==> src/rtl/fb_write_ctrl_pkg.sv <==
// Shared constants, fill FSM encoding and the RGB565 -> framebuffer pixel
// conversion used by the framebuffer write controller.
package fb_write_ctrl_pkg;

  localparam int FRAME_WIDTH   = 320;
  localparam int FRAME_HEIGHT  = 240;
  localparam int RESIZE_RATE   = 2;
  localparam int FB_ADDR_WIDTH = 16;
  localparam int FB_PIX_WIDTH  = 9;
  localparam int FB_WORDS_DEF  = FRAME_WIDTH * FRAME_HEIGHT / (RESIZE_RATE * RESIZE_RATE * 2);

  typedef enum logic [1:0] {
    FILL_IDLE = 2'd0,
    FILL_RUN  = 2'd1,
    FILL_DONE = 2'd2
  } fill_state_e;

  // Keep the top three bits of each colour channel: {R[4:2], G[5:3], B[4:2]}.
  function automatic logic [FB_PIX_WIDTH-1:0] rgb565_to_pix(input logic [15:0] p);
    return {p[15:13], p[10:8], p[4:2]};
  endfunction

endpackage

==> src/rtl/fb_fill_engine.sv <==
// Rectangle/clear fill engine: latches base, word count and colour on start
// and walks the word address forward once per granted cycle.
module fb_fill_engine
  import fb_write_ctrl_pkg::*;
#(
  parameter int CNT_WIDTH = 16
) (
  input  logic                     i_clk,
  input  logic                     i_rst,
  input  logic                     i_start,
  input  logic                     i_abort,
  input  logic [FB_ADDR_WIDTH-1:0] i_base,
  input  logic [CNT_WIDTH-1:0]     i_words,
  input  logic [15:0]              i_color,
  input  logic                     i_grant,
  output logic                     o_req,
  output logic [FB_ADDR_WIDTH-1:0] o_addr,
  output logic [15:0]              o_color,
  output logic                     o_busy,
  output logic                     o_done,
  output fill_state_e              o_state
);

  localparam logic [FB_ADDR_WIDTH-1:0] WORD_MASK = {{(FB_ADDR_WIDTH-2){1'b1}}, 2'b00};

  fill_state_e              state_q, state_d;
  logic [FB_ADDR_WIDTH-1:0] ptr_q, ptr_d;
  logic [CNT_WIDTH-1:0]     cnt_q, cnt_d;
  logic [15:0]              color_q, color_d;

  always_ff @(posedge i_clk or posedge i_rst) begin
    if (i_rst) begin
      state_q <= FILL_IDLE;
      ptr_q   <= '0;
      cnt_q   <= '0;
      color_q <= '0;
    end else begin
      state_q <= state_d;
      ptr_q   <= ptr_d;
      cnt_q   <= cnt_d;
      color_q <= color_d;
    end
  end

  // Abort has priority over both start (in IDLE) and completion (in RUN).
  always_comb begin
    state_d = state_q;
    ptr_d   = ptr_q;
    cnt_d   = cnt_q;
    color_d = color_q;
    case (state_q)
      FILL_IDLE: begin
        if (i_start && !i_abort) begin
          if (i_words == '0) begin
            state_d = FILL_DONE;
          end else begin
            state_d = FILL_RUN;
            ptr_d   = i_base & WORD_MASK;
            cnt_d   = i_words;
            color_d = i_color;
          end
        end
      end
      FILL_RUN: begin
        if (i_abort) begin
          state_d = FILL_IDLE;
        end else if (i_grant) begin
          ptr_d = ptr_q + FB_ADDR_WIDTH'(4);
          cnt_d = cnt_q - CNT_WIDTH'(1);
          if (cnt_q == CNT_WIDTH'(1)) state_d = FILL_DONE;
        end
      end
      FILL_DONE: state_d = FILL_IDLE;
      default:   state_d = FILL_IDLE;
    endcase
  end

  assign o_req   = (state_q == FILL_RUN);
  assign o_busy  = (state_q == FILL_RUN);
  assign o_done  = (state_q == FILL_DONE);
  assign o_addr  = ptr_q;
  assign o_color = color_q;
  assign o_state = state_q;

endmodule

==> src/rtl/fb_write_ctrl.sv <==
// Framebuffer write master: round-robin arbitration between CPU stores and the
// fill engine, RGB565 conversion, range checking and a registered write port.
module fb_write_ctrl
  import fb_write_ctrl_pkg::*;
#(
  parameter int CNT_WIDTH = 16,
  parameter int FB_WORDS  = FB_WORDS_DEF
) (
  input  logic                      i_clk,
  input  logic                      i_rst,
  input  logic                      i_cpu_valid,
  output logic                      o_cpu_ready,
  input  logic [FB_ADDR_WIDTH-1:0]  i_cpu_addr,
  input  logic [31:0]               i_cpu_data,
  input  logic                      i_fill_start,
  input  logic                      i_fill_abort,
  input  logic [FB_ADDR_WIDTH-1:0]  i_fill_base,
  input  logic [CNT_WIDTH-1:0]      i_fill_words,
  input  logic [15:0]               i_fill_color,
  output logic                      o_fill_busy,
  output logic                      o_fill_done,
  output logic                      o_err,
  input  logic                      i_err_clr,
  output logic                      o_fb_we,
  output logic [FB_ADDR_WIDTH-1:0]  o_fb_waddr,
  output logic [2*FB_PIX_WIDTH-1:0] o_fb_wdata,
  output logic [1:0]                o_dbg_fill_state
);

  localparam logic [FB_ADDR_WIDTH-1:0] WORD_MASK = {{(FB_ADDR_WIDTH-2){1'b1}}, 2'b00};
  localparam logic [FB_ADDR_WIDTH-1:0] WORDS_LIM = FB_WORDS[FB_ADDR_WIDTH-1:0];

  logic                      we_q, we_d;
  logic [FB_ADDR_WIDTH-1:0]  waddr_q, waddr_d;
  logic [2*FB_PIX_WIDTH-1:0] wdata_q, wdata_d;
  logic                      err_q, err_d;
  logic                      cpu_turn_q, cpu_turn_d;
  logic                      live_q;

  logic                      fill_req, fill_busy, fill_done;
  logic [FB_ADDR_WIDTH-1:0]  fill_addr;
  logic [15:0]               fill_color;
  fill_state_e               fill_state;

  logic                      cpu_grant, fill_grant, any_grant, in_range;
  logic [FB_ADDR_WIDTH-1:0]  wr_addr;
  logic [31:0]               wr_data;

  fb_fill_engine #(.CNT_WIDTH(CNT_WIDTH)) u_fill (
    .i_clk   (i_clk),
    .i_rst   (i_rst),
    .i_start (i_fill_start),
    .i_abort (i_fill_abort),
    .i_base  (i_fill_base),
    .i_words (i_fill_words),
    .i_color (i_fill_color),
    .i_grant (fill_grant),
    .o_req   (fill_req),
    .o_addr  (fill_addr),
    .o_color (fill_color),
    .o_busy  (fill_busy),
    .o_done  (fill_done),
    .o_state (fill_state)
  );

  // CPU handshake: a word is transferred in any cycle where i_cpu_valid and
  // o_cpu_ready are both high. Ready depends on registered state only, so the
  // CPU may hold or drop valid freely; live_q keeps ready low while in reset.
  assign o_cpu_ready = live_q && (!fill_busy || cpu_turn_q);
  assign cpu_grant   = i_cpu_valid && o_cpu_ready;
  assign fill_grant  = fill_req && !cpu_grant;
  assign any_grant   = cpu_grant || fill_grant;

  assign wr_addr  = cpu_grant ? i_cpu_addr : fill_addr;
  assign wr_data  = cpu_grant ? i_cpu_data : {fill_color, fill_color};
  assign in_range = {2'b00, wr_addr[FB_ADDR_WIDTH-1:2]} < WORDS_LIM;

  always_comb begin
    we_d       = any_grant && in_range;
    waddr_d    = wr_addr & WORD_MASK;
    wdata_d    = {rgb565_to_pix(wr_data[31:16]), rgb565_to_pix(wr_data[15:0])};
    cpu_turn_d = cpu_turn_q;
    if (cpu_grant)       cpu_turn_d = 1'b0;
    else if (fill_grant) cpu_turn_d = 1'b1;
    // A new out-of-range write beats a simultaneous clear.
    err_d = err_q;
    if (any_grant && !in_range) err_d = 1'b1;
    else if (i_err_clr)         err_d = 1'b0;
  end

  always_ff @(posedge i_clk or posedge i_rst) begin
    if (i_rst) begin
      we_q       <= 1'b0;
      waddr_q    <= '0;
      wdata_q    <= '0;
      err_q      <= 1'b0;
      cpu_turn_q <= 1'b1;
      live_q     <= 1'b0;
    end else begin
      we_q       <= we_d;
      if (we_d) begin
        waddr_q <= waddr_d;
        wdata_q <= wdata_d;
      end
      err_q      <= err_d;
      cpu_turn_q <= cpu_turn_d;
      live_q     <= 1'b1;
    end
  end

  assign o_fb_we          = we_q;
  assign o_fb_waddr       = waddr_q;
  assign o_fb_wdata       = wdata_q;
  assign o_err            = err_q;
  assign o_fill_busy      = fill_busy;
  assign o_fill_done      = fill_done;
  assign o_dbg_fill_state = fill_state;

endmodule

==> config.mk <==
export PLATFORM = sky130hd
export DESIGN_NAME = fb_write_ctrl
export DESIGN_NICKNAME = d
export VERILOG_FILES = /design/src/rtl/fb_write_ctrl_pkg.sv /design/src/rtl/fb_fill_engine.sv /design/src/rtl/fb_write_ctrl.sv
export SDC_FILE = /design/constraint.sdc
export NUM_CORES = 1
export LEC_CHECK = 0
export CAP_MARGIN = 10
export CORE_ASPECT_RATIO = 0.7
export CORE_MARGIN = 2
export CORE_UTILIZATION = 42
export DETAILED_ROUTE_END_ITERATION = 7
export PLACE_DENSITY = 0.74
export REMOVE_ABC_BUFFERS = 1
export SYNTH_ARGS = -nofsm -noshare
export SYNTH_HDL_FRONTEND = slang
export SYNTH_SLANG_ARGS = --single-unit
export TNS_END_PERCENT = 50
==> constraint.sdc <==
create_clock -name i_clk -period 2.6 [get_ports i_clk]
set_input_delay 0.39 -clock i_clk [delete_from_list [all_inputs] [get_ports i_clk]]
set_output_delay 0.39 -clock i_clk [all_outputs]
set_load 0.05 [all_outputs]
### After elaboration in Yosys (flattened, before gate mapping)

Cells that the tools add are included.

* $add $sub $neg: 2
* magnitude comparators: 1
* equality and inequality tests: 9
* mux-type cells: 22
* bitwise gates (word level): 1
* reduce and logical (&&, ||, !) cells: 20

Operators with widths (number)
* 16-bit two-way mux: 9
* 16-bit one-hot mux with 2 select lines: 2
* 32-bit two-way mux: 1
* 16-bit by 3-bit adder with 16-bit output, second input constant: 1
* 16-bit by 1-bit == test with 1-bit output, second input constant: 1
* 16-bit zero test: 1
* 16-bit by 1-bit subtractor with 16-bit output, second input constant: 1
* 14-bit < comparator, second input constant: 1
* 2-bit two-way mux: 5
* 1-bit logical AND: 6
* 3-bit by 2-bit != test with 1-bit output, second input constant: 2
* 3-bit AND reduction: 2
* 2-bit nonzero test: 3
* 5-bit AND reduction: 1
* 1-bit zero test: 4
* 1-bit two-way mux: 4
* 2-bit by 1-bit != test with 1-bit output, second input constant: 2
* 2-bit != test, second input constant: 2
* 2-bit one-hot mux with 2 select lines: 1
* 2-bit by 1-bit == test with 1-bit output, second input constant: 1
* 2-bit == test, second input constant: 1
* 2-bit zero test: 1
* 1-bit logical OR: 2
* 1-bit NOT: 1

* register bits after elaboration: 86
* input bits: 102
* output and inout bits: 41
* word-level logic and storage cells: 65

### Depth between registers and ports, before layout

* depth after elaboration: 10
* depth in mapped cells: 8

### Modules after synthesis

Synthesis repeated with hierarchy kept, for this count alone.

* cell total of the unflattened synthesis: 419
* area total of the unflattened synthesis: 4371.7 sq um

Modules (own cells, without submodules)
* fb_fill_engine: instances 1, cells an instance 289, area each 2682.6 sq um
* fb_write_ctrl: instances 1, cells an instance 130, area each 1689.1 sq um

### Least setup slack after synthesis

OpenSTA, ideal clock, no wires.

* path type: reg-to-reg
* from: register u_fill.state_q[1], in the netlist u_fill.o_state[1]
* to: register u_fill.cnt_q[1]
* data arrival time: 2175 ps
* required time: 2467 ps
* path slack: 293 ps
* cell stages (with the launch flop): 9
* buffers on the path: 3
* cell sequence: dfrtp_1 -> nand2b_1 -> buf_2 -> inv_2 -> buf_2 -> clkbuf_1 -> nand2_1 -> o211ai_1 -> o21ai_0

* word-level cells in the longest chain between the ends: 9

Ends and longest elaborated chain
* from (decl): line fb_fill_engine.sv:26 `fill_state_e state_q, state_d;`
* from (signal assigned): line fb_fill_engine.sv:38 `state_q <= state_d;`
* 2-bit by 1-bit == test with 1-bit output *: line fb_fill_engine.sv:79 `assign o_busy = (state_q == FILL_RUN);`
* net o_fill_busy: line fb_write_ctrl.sv:20 `output logic o_fill_busy,`
* 1-bit zero test: line fb_write_ctrl.sv:69 `assign o_cpu_ready = live_q && (!fill_busy || cpu_turn_q);`
* 1-bit logical OR: line fb_write_ctrl.sv:69
* 1-bit logical AND: line fb_write_ctrl.sv:69
* 1-bit logical AND: line fb_write_ctrl.sv:70 `assign cpu_grant = i_cpu_valid && o_cpu_ready;`
* 1-bit zero test: line fb_write_ctrl.sv:71 `assign fill_grant = fill_req && !cpu_grant;`
* 1-bit logical AND: line fb_write_ctrl.sv:71
* 2-bit by 1-bit != test with 1-bit output (no line)
* 5-bit AND reduction (no line)
* to (signal assigned): line fb_fill_engine.sv:40 `cnt_q <= cnt_d;`
* to (decl): line fb_fill_engine.sv:28 `logic [CNT_WIDTH-1:0] cnt_q, cnt_d;`

The timed path passes the listed nets; every way through them passes the cells marked *.
A chain may end at the register's enable or synchronous reset.

### Worst setup path in the final report

* from: register u_fill.state_q[0], in the netlist u_fill.o_state[0]
* to: register wdata_q[7], in the netlist o_fb_wdata[7]

* word-level cells in the longest chain between the ends: 9

Ends and longest elaborated chain
* 2-bit by 1-bit == test with 1-bit output *: line fb_fill_engine.sv:78, fb_fill_engine.sv:79
* parallel branches: the longest is 8 deep, another holds 14-bit < comparator
* to (signal assigned): line fb_write_ctrl.sv:103 `wdata_q <= wdata_d;`
* to (decl): line fb_write_ctrl.sv:35 `logic [2*FB_PIX_WIDTH-1:0] wdata_q, wdata_d;`

Mark *: on every way between the ends.

==> impl_metrics.prom <==
# TYPE chip_impl_metric gauge
chip_impl_info{name="outcome",value="finished, final reports clean"} 1
chip_impl_metric{name="core_area",unit="sq um"} 9760
chip_impl_metric{name="preCtsSetupSlack",unit="ns"} 0.233
chip_impl_metric{name="worstPathArrival",unit="ns"} 2.56
chip_impl_metric{name="syn_inst",unit=""} 486
chip_impl_metric{name="placement.io_buffers",unit=""} 115
chip_impl_metric{name="design.die.area",unit="sq um"} 11000
chip_impl_metric{name="gp_congestion",unit=""} 0.879
chip_impl_metric{name="detail_route.wirelength",unit="um"} 12500
chip_impl_metric{name="post-route-period-util",unit="%"} 92.3
chip_impl_metric{name="hold-worst-slack",unit="ns"} 0.402
chip_impl_metric{name="netlist-cell-type-count",unit=""} 61
chip_impl_metric{name="post-route-min-period",unit="ns"} 2.40
chip_impl_metric{name="max_slew.worst_pin.slew",unit="ns"} 0.840
chip_impl_info{name="synthFlopType",value="sky130_fd_sc_hd__dfrtp_1"} 1
chip_impl_metric{name="summed_instance_area_of_the_synthesized_netlist",unit="sq um"} 4250
chip_impl_metric{name="synthToLayoutAreaGrowth",unit="%"} 38.7
chip_impl_metric{name="data_required_time_of_the_critical_path",unit="ns"} 2.76
chip_impl_metric{name="finalClockSkew",unit="ns"} 0.00557
chip_impl_metric{name="setup_viol_count_final",unit=""} 0
chip_impl_metric{name="drv_cap",unit=""} 0
chip_impl_metric{name="globalRoute.totalOverflow",unit=""} 0
chip_impl_info{name="timing.setup.critical_path_class",value="flip-flop to flip-flop"} 1
chip_impl_metric{name="synth_sequential_area_ratio",unit="%"} 45.3
chip_impl_metric{name="place_hpwl",unit="um"} 9050
chip_impl_metric{name="synth_edf_count",unit=""} 0
chip_impl_info{name="worst_hold_path_type",value="input pin to async pin"} 1
chip_impl_metric{name="synth_seq_cells",unit=""} 77
chip_impl_metric{name="grt_pass1_wl",unit="um"} 20400
chip_impl_metric{name="p_per_area",unit="nW/um^2"} 1020
chip_impl_metric{name="cts_max_level",unit=""} 3
chip_impl_metric{name="die_height",unit="um"} 88.2
chip_impl_metric{name="via_count",unit=""} 4315
chip_impl_metric{name="slew-limit-headroom",unit="%"} 43.9
chip_impl_metric{name="setup_total_negative_slack",unit="ns"} 0
chip_impl_metric{name="clk_pin_slew",unit="ns"} 0.06
chip_impl_metric{name="routedWlPerCell",unit="um"} 17.1
chip_impl_metric{name="drt-vias-per-instance",unit=""} 5.91
chip_impl_metric{name="timing.final.max_slew_violations",unit=""} 0
chip_impl_metric{name="async_flop_share",unit="%"} 100
chip_impl_metric{name="die_w",unit="um"} 124
chip_impl_metric{name="cts_made_buffers",unit=""} 9
chip_impl_metric{name="drive_gt1_share",unit="%"} 10.1
chip_impl_info{name="crit_start",value="u_fill.o_state[0]"} 1
chip_impl_metric{name="cts.hold.buffers_added",unit=""} 0
chip_impl_info{name="layout.cells.most_common",value="sky130_fd_sc_hd__clkdlybuf4s50_1"} 1
chip_impl_metric{name="finish.utilization",unit="%"} 60.5
chip_impl_info{name="cp-start-kind",value="flip-flop"} 1
chip_impl_metric{name="grt_pass1_vias",unit=""} 4004
chip_impl_metric{name="design.portCount",unit=""} 143
chip_impl_metric{name="worst_case_setup_margin_in_the_final_layout",unit="ns"} 0.200
chip_impl_metric{name="insertedDiodeCount",unit=""} 0
chip_impl_info{name="timing.critical_path.to_type",value="flip-flop"} 1
chip_impl_metric{name="drt_first_iter_violations",unit=""} 371
chip_impl_metric{name="worst_skew_pair.late_latency",unit="ns"} 0.34
chip_impl_metric{name="synth.avg_cell_area",unit="sq um"} 8.75
chip_impl_metric{name="stdcell_count",unit=""} 730
chip_impl_info{name="clock-root-buffer",value="sky130_fd_sc_hd__clkbuf_16"} 1
chip_impl_metric{name="detailedRoute.firstPassIterationCount",unit=""} 4
chip_impl_metric{name="antenna_found_initial",unit=""} 0
chip_impl_metric{name="ant_nets",unit=""} 0
chip_impl_metric{name="nets",unit=""} 702
chip_impl_metric{name="total_global_routing_track_utilization",unit="%"} 23.1
chip_impl_metric{name="clock_sinks",unit=""} 77
chip_impl_info{name="rsz_0062_raised_after_global_routing",value="no"} 1
chip_impl_metric{name="post-place-cells",unit=""} 714
chip_impl_metric{name="clockBufferDepth",unit=""} 2
chip_impl_metric{name="initial_util",unit="%"} 43.6
chip_impl_metric{name="placement_rows",unit=""} 30
chip_impl_metric{name="drc_errors",unit=""} 0
chip_impl_info{name="final_cell_mix",value="113 x sky130_fd_sc_hd__clkdlybuf4s50_1, 76 x sky130_fd_sc_hd__dfrtp_1, 68 x sky130_fd_sc_hd__a21oi_1"} 1
chip_impl_metric{name="total_leakage_power",unit="nW"} 2.27
chip_impl_metric{name="max_clock_freq",unit="MHz"} 417
chip_impl_metric{name="worst-path-max-fanout",unit=""} 18
chip_impl_metric{name="maximum_number_of_pins_on_one_net_before_global_route_repair",unit=""} 35
chip_impl_info{name="regToRegStartpoint",value="u_fill.o_state[0]"} 1
chip_impl_metric{name="vdd_ir_drop_max",unit="mV"} 0.542
chip_impl_metric{name="number_of_synthesis_warnings",unit=""} 0
chip_impl_info{name="cts_tree",value="yes"} 1
chip_impl_metric{name="report.final.hold_viol_count",unit=""} 0
[Yosys cell counts (3+ instances only)]
cell type	number	area (sq um)
sky130_fd_sc_hd__dfrtp_1	76	1900
sky130_fd_sc_hd__a21oi_1	68	340
sky130_fd_sc_hd__nor2_1	60	225
sky130_fd_sc_hd__o22ai_1	47	294
sky130_fd_sc_hd__nand2_1	36	135
sky130_fd_sc_hd__o21ai_0	26	130
sky130_fd_sc_hd__a211oi_1	19	143
sky130_fd_sc_hd__buf_2	14	70.1
sky130_fd_sc_hd__clkbuf_1	13	48.8
sky130_fd_sc_hd__mux2_2	10	113
sky130_fd_sc_hd__nand3_1	10	50.1
sky130_fd_sc_hd__nor4_1	10	62.6
sky130_fd_sc_hd__inv_1	8	30.0
sky130_fd_sc_hd__nor3_1	7	35.0
sky130_fd_sc_hd__a31oi_1	5	31.3
sky130_fd_sc_hd__a31o_2	4	35.0
sky130_fd_sc_hd__and2_1	4	25.0
sky130_fd_sc_hd__nand4_1	4	25.0
sky130_fd_sc_hd__a2bb2oi_1	3	26.3
sky130_fd_sc_hd__ha_1	3	37.5
sky130_fd_sc_hd__nand2b_1	3	18.8
sky130_fd_sc_hd__nand3b_1	3	22.5
sky130_fd_sc_hd__o21ai_1	3	15.0
sky130_fd_sc_hd__o22a_1	3	26.3
[worst paths after layout]
kind	end	slack [ns]	cells after the start
max in group asynchronous	cpu_turn_q	1.53	3
max	o_fb_wdata[7]	0.20	5
min	u_fill.o_color[9]	0.40	2
min in group i_clk	o_fb_waddr[15]	0.51	1
min reg2reg	o_fb_waddr[15]	0.51	1
max reg2reg	o_fb_wdata[7]	0.20	5
[where the power goes]
group / switching (W) / internal (W) / total [W]
clock: 0.000481 / 0.000816 / 0.00130
sequential: 0.000422 / 0.00164 / 0.00206
combinational: 0.00168 / 0.000982 / 0.00267
[cells by family after synthesis]
| kind of cell | count (synthesis) | synth area share (%) |
|---|---|---|
| compound gates | 197 | 28.6 |
| simple gates | 157 | 18.1 |
| flops | 77 | 45.3 |
| buf+inv | 39 | 4.03 |
| mux | 11 | 2.88 |
| fa+ha+maj | 3 | 0.882 |
| other cells | 2 | 0.177 |
[what timing repair did]
item                                   CTS  global route
setup endpoints to repair                0             1
endpoints found under the hold margin    0             0
setup buffers                            0             0
resized for setup                        0             1
[per-layer routing]
layer,GRT usage (%),vias up,routed length [um]
li1,-,2058,-
met1,31.9,2069,5680
met2,37.2,175,5750
met3,6.41,13,935
met4,4.09,0,113
met5,0,-,0
[layout make-up]
cell class,instances,area (sq um)
Clock buffer,12,267
Clock inverter,4,45.0
Fill cell,855,3860
Inverter,9,33.8
Multi-Input combinational cell,371,2170
Sequential cell,77,1930
Tap cell,128,160
Timing Repair Buffer,129,1290
[per-stage QoR]
stage	cell area [sq um]	total power (W)
global route	5900	0.00636
global placement	5590	0.00466
detailed placement	5590	0.00473
floorplan	4120	0.00372
finish	5900	0.00602
CTS	5900	0.00605
[sequential cells by signal, indices dropped and copies added, names as in the netlist]
signal,count
u_fill.o_addr,14
u_fill.o_state,2
o_fb_we,1
u_fill.cnt_q,16
o_fb_wdata,18
u_fill.o_color,9
o_err,1
cpu_turn_q,1
live_q,1
o_fb_waddr,14
[worst max-delay path, cell delays in order, from the launching register on]
cell,delay (ns)
sky130_fd_sc_hd__dfrtp_1,0.48
sky130_fd_sc_hd__or3b_1,0.42
sky130_fd_sc_hd__nand3_1,0.33
sky130_fd_sc_hd__nor3_1,0.11
sky130_fd_sc_hd__nor2_2,0.68
sky130_fd_sc_hd__a211oi_1,0.20
Power figures use the tool's default switching activity.
